## config.mk

```make
export PLATFORM = sky130hd
export DESIGN_NAME = max_in_ten
export DESIGN_NICKNAME = d
export VERILOG_FILES = /design/src/rtl/max_in_ten.sv
export SDC_FILE = /design/constraint.sdc
export NUM_CORES = 1
export LEC_CHECK = 0
export CAP_MARGIN = 40
export CORE_MARGIN = 5
export CORE_UTILIZATION = 35
export CTS_CLUSTER_SIZE = 20
export DETAILED_ROUTE_END_ITERATION = 16
export SLEW_MARGIN = 20
export SYNTH_ARGS = -nofsm -noshare
export SYNTH_HDL_FRONTEND = slang
export SYNTH_SLANG_ARGS = --single-unit
```

## constraint.sdc

```tcl
create_clock -name iClk -period 5.8 [get_ports iClk]
set_clock_uncertainty 0.05 [all_clocks]
set_input_delay 1.74 -clock iClk [delete_from_list [all_inputs] [get_ports iClk]]
set_output_delay 1.74 -clock iClk [all_outputs]
set_load 0.05 [all_outputs]
```

## src/rtl/max_in_ten.sv

```systemverilog
// max_in_ten: two-stage pipelined signed arg-max over ten 8-bit score lanes.
// Reports the largest score and its lane index; ties resolve to the lowest lane.
// Ports:
//   iClk     - clock, rising edge
//   iRst     - asynchronous active-high reset
//   iValid   - data_in carries a vector this cycle
//   data_in  - packed lanes, lane i at data_in[W*i +: W]
//   data_max - registered maximum score (signed)
//   oIndex   - registered lane index of data_max (0-9)
//   oValid   - registered valid, two cycles after iValid
module max_in_ten #(
    parameter int unsigned W = 8,
    parameter int unsigned N = 10
) (
    input  logic             iClk,
    input  logic             iRst,
    input  logic             iValid,
    input  logic [W*N-1:0]   data_in,
    output logic [W-1:0]     data_max,
    output logic [3:0]       oIndex,
    output logic             oValid
);

    localparam int unsigned IW = 4;
    localparam int unsigned L1 = 5;
    localparam int unsigned NA = 3;

    typedef struct packed {
        logic [W-1:0]  val;
        logic [IW-1:0] idx;
    } cand_t;

    // Higher-index candidate wins only when strictly greater (lowest-index tie-break).
    function automatic cand_t pick(input cand_t lo, input cand_t hi);
        if ($signed(hi.val) > $signed(lo.val)) begin
            return hi;
        end
        return lo;
    endfunction

    cand_t lane_c [N];
    cand_t l1_c   [L1];
    cand_t l2_c   [NA];
    cand_t a_q    [NA];
    logic  a_valid_q;
    cand_t l3_c;
    cand_t l4_c;

    // Unpack lanes and tag each with its index.
    always_comb begin
        for (int i = 0; i < int'(N); i++) begin
            lane_c[i].val = data_in[W*i +: W];
            lane_c[i].idx = IW'(i);
        end
    end

    // Levels 1 and 2: pairwise tournament; lanes 8/9 winner bypasses level 2.
    always_comb begin
        for (int i = 0; i < int'(L1); i++) begin
            l1_c[i] = pick(lane_c[2*i], lane_c[2*i+1]);
        end
        l2_c[0] = pick(l1_c[0], l1_c[1]);
        l2_c[1] = pick(l1_c[2], l1_c[3]);
        l2_c[2] = l1_c[4];
    end

    // Stage A: three surviving candidates plus valid.
    always_ff @(posedge iClk or posedge iRst) begin
        if (iRst) begin
            for (int i = 0; i < int'(NA); i++) begin
                a_q[i] <= '0;
            end
            a_valid_q <= 1'b0;
        end else begin
            for (int i = 0; i < int'(NA); i++) begin
                a_q[i] <= l2_c[i];
            end
            a_valid_q <= iValid;
        end
    end

    // Levels 3 and 4: final reduction; c2 always holds the highest lanes.
    always_comb begin
        l3_c = pick(a_q[0], a_q[1]);
        l4_c = pick(l3_c, a_q[2]);
    end

    // Stage B: drives the outputs.
    always_ff @(posedge iClk or posedge iRst) begin
        if (iRst) begin
            data_max <= '0;
            oIndex   <= '0;
            oValid   <= 1'b0;
        end else begin
            data_max <= l4_c.val;
            oIndex   <= l4_c.idx;
            oValid   <= a_valid_q;
        end
    end

endmodule

```

==> impl_metrics.json <==
{
  "synth_edf_count": 0,
  "cts_sinks": 44,
  "post_cts.repair.setup_buffers": 0,
  "dieWidth_um": 117,
  "num_vias": 3365,
  "overflow": 0,
  "drt_iter0_drc": 86,
  "yosys_warnings": 0,
  "max-cap-violations": 0,
  "synth_common_cells": "inv_1, ha_1, mux2i_1, dfrtp_1, nor2_1",
  "syn_avg_cell_area_um2": 9.44,
  "root_buffer": "clkbuf_16",
  "cts_tree": "yes",
  "cts_hold_buf": 0,
  "async_flop_share_pct": 100,
  "cp_slowest_cell": "clkdlybuf4s50_1",
  "finalSetupTns_ns": 0,
  "synth_ff_type": "dfrtp_1",
  "ys_seq_elements": 44,
  "synth_area_leaders": "dfrtp_1, ha_1, mux2i_1",
  "outcome": "complete, no violations",
  "cts_resized": 0,
  "cp-end-kind": "flop",
  "hpwlAfterDp_um": 8180,
  "clock_path_buffers": 2,
  "htreeDepth": 2,
  "clk_pin_slew_worst_paths_ns": 0.05,
  "setup_violations": 0,
  "critPathArrivalTime_ns": 5.43,
  "critPathMaxFanout": 11,
  "synth.distinct_cells": 46,
  "cts_buffers": 5,
  "grt_max_degree": 45,
  "ys_seq_area_share_pct": 27.4,
  "crit_buf_inv": 4,
  "fill_cells": 1103,
  "fmax_mhz": 189,
  "vias_per_cell": 4.99,
  "numPortBuffers": 95,
  "start_util_pct": 35.5,
  "worstPathRequired_ns": 5.93,
  "relSlewSlack_pct": 57.2,
  "grt_pass1_vias": 3412,
  "cpPeakStageDelay_ns": 0.51,
  "gp_congestion": 0.865,
  "insertion_delay_ns": 0.28,
  "whs_ns": 0.309,
  "antennaDiodeCount": 0,
  "cp-start-kind": "input pin",
  "drt_first_pass_iters": 6,
  "synthToLayoutAreaGrowth_pct": 32.9,
  "antenna_found_initial": 0,
  "synth_top_area_share_pct": 27.4,
  "total_leakage_power_nw": 2.69,
  "r2r_setup_slack_ns": 1.95,
  "drv_slew": 0,
  "synthMostInstantiatedCell": "inv_1",
  "critical-path-top-delay-family": "compound AO/OA/AOI/OAI gates",
  "routed_wl_um": 9290,
  "drc": 0,
  "crit_chain": "clkdlybuf4s50_1, inv_1, ha_1, nand4_1, a211oi_1, nor3_2, buf_4, a31oi_4, o221ai_1, ha_1, nor2b_1, o21a_1, o211ai_1, a21o_1, o21ai_0, buf_4, mux2i_1",
  "p_per_area_nw_per_um2": 347,
  "fp-row-count": 39,
  "critPathKind": "in2reg",
  "post-route-period-util_pct": 91.3,
  "hp-class": "reg2reg",
  "ir_worst_vdd_mv": 0.297,
  "layout-drive-gt1-share_pct": 7.53,
  "die_h_um": 117,
  "ant_nets": 0,
  "layout.nets": 686,
  "tightestPinTransition_ns": 0.642,
  "syn-cell-area_um2": 4020,
  "period_needed_ns": 5.30,
  "finalHoldViolCount": 0,
  "yosys.area.top_type": "dfrtp_1",
  "routedWlPerCell_um": 13.8,
  "grt_util_all_layers_pct": 13.7,
  "die-area_um2": 13700,
  "core_area_um2": 11300,
  "grt_pass1_wl_um": 15400,
  "rsz0062_at_grt": "no",
  "syn_nets": 581,
  "io_pins": 96,
  "synth_cells": 426
}
per-layer routing:
layer  wire length [µm]  GRT usage (%)  up-vias
met5                  0              0        -
met4                161           3.52        0
met3                328           2.16       14
met2               4860           24.2       59
met1               3940           17.4     1589
li1                   -              -     1703
cells in the final DEF, fill, tap and decap left out, types with 4 or more instances in the layout:
cell type and instances:
nor3_1 4, a21o_1 4, mux2_2 13, nor2_1 25
nand3_1 6, nand4_1 8, inv_1 82, o21a_1 5
ha_1 72, nand2_1 9, a21oi_1 16, clkdlybuf4s50_1 95
nor2b_1 8, clkbuf_16 5, buf_4 12, mux2i_1 64
dfrtp_1 44, o21ai_0 10, o211ai_1 5, o221ai_1 10
power breakdown:
part	switching, mW	internal, mW	leakage [nW]
sequential	0.0457	0.410	0.513
combinational	0.603	0.514	2.10
clock	0.0994	0.180	0.0760
total	0.748	1.10	2.69
cell type report:
class | instances | area (µm²) | share of cell area, %
inverters | 84 | 315 | 5.90
well taps | 143 | 179 | 3.35
repair buffers | 107 | 1040 | 19.5
flip-flops and latches | 44 | 1100 | 20.6
clock buffers | 7 | 153 | 2.86
multi-input cells | 289 | 2550 | 47.8
flip-flops by register name, summed over array words and instances (netlist names):
signal,count
a_q,30
data_max,8
oIndex,4
a_valid_q,1
oValid,1
cell families after synthesis:
family | Yosys count | share of synthesized area, %
adders and majority gates | 72 | 22.4
buffers and inverters | 93 | 9.21
muxes | 77 | 19.6
AOI/OAI and AO/OA | 68 | 12.4
other | 1 | 0.0933
and+or+nand+nor | 71 | 8.96
DFF | 44 | 27.4
worst paths after layout:
check / start / endpoint / cells past startpoint
worst max-delay path: data_in[39] / a_q[18]$_DFF_PP0_ / 17
worst min-delay path: a_valid_q$_DFF_PP0_ / oValid$_DFF_PP0_ / 0
worst max register to register: a_q[17]$_DFF_PP0_ / data_max[7]$_DFF_PP0_ / 15
worst min register to register: a_valid_q$_DFF_PP0_ / oValid$_DFF_PP0_ / 0
max in group asynchronous: iRst / a_q[5]$_DFF_PP0_ / 3
min in group asynchronous: iRst / oValid$_DFF_PP0_ / 3
stage by stage:
step	area, µm²	power [mW]	util [%]	setup WS, ns	std cells
after floorplan	4020	1.26	-	1.32	426
final	5340	1.85	47.2	0.503	674
after global placement	5180	1.55	45.7	0.306	665
after global routing	5340	1.99	47.2	0.253	674
after detailed placement	5180	1.58	45.8	0.201	666
after CTS	5340	1.87	47.1	0.481	673
(Power assumes the default switching activity.)
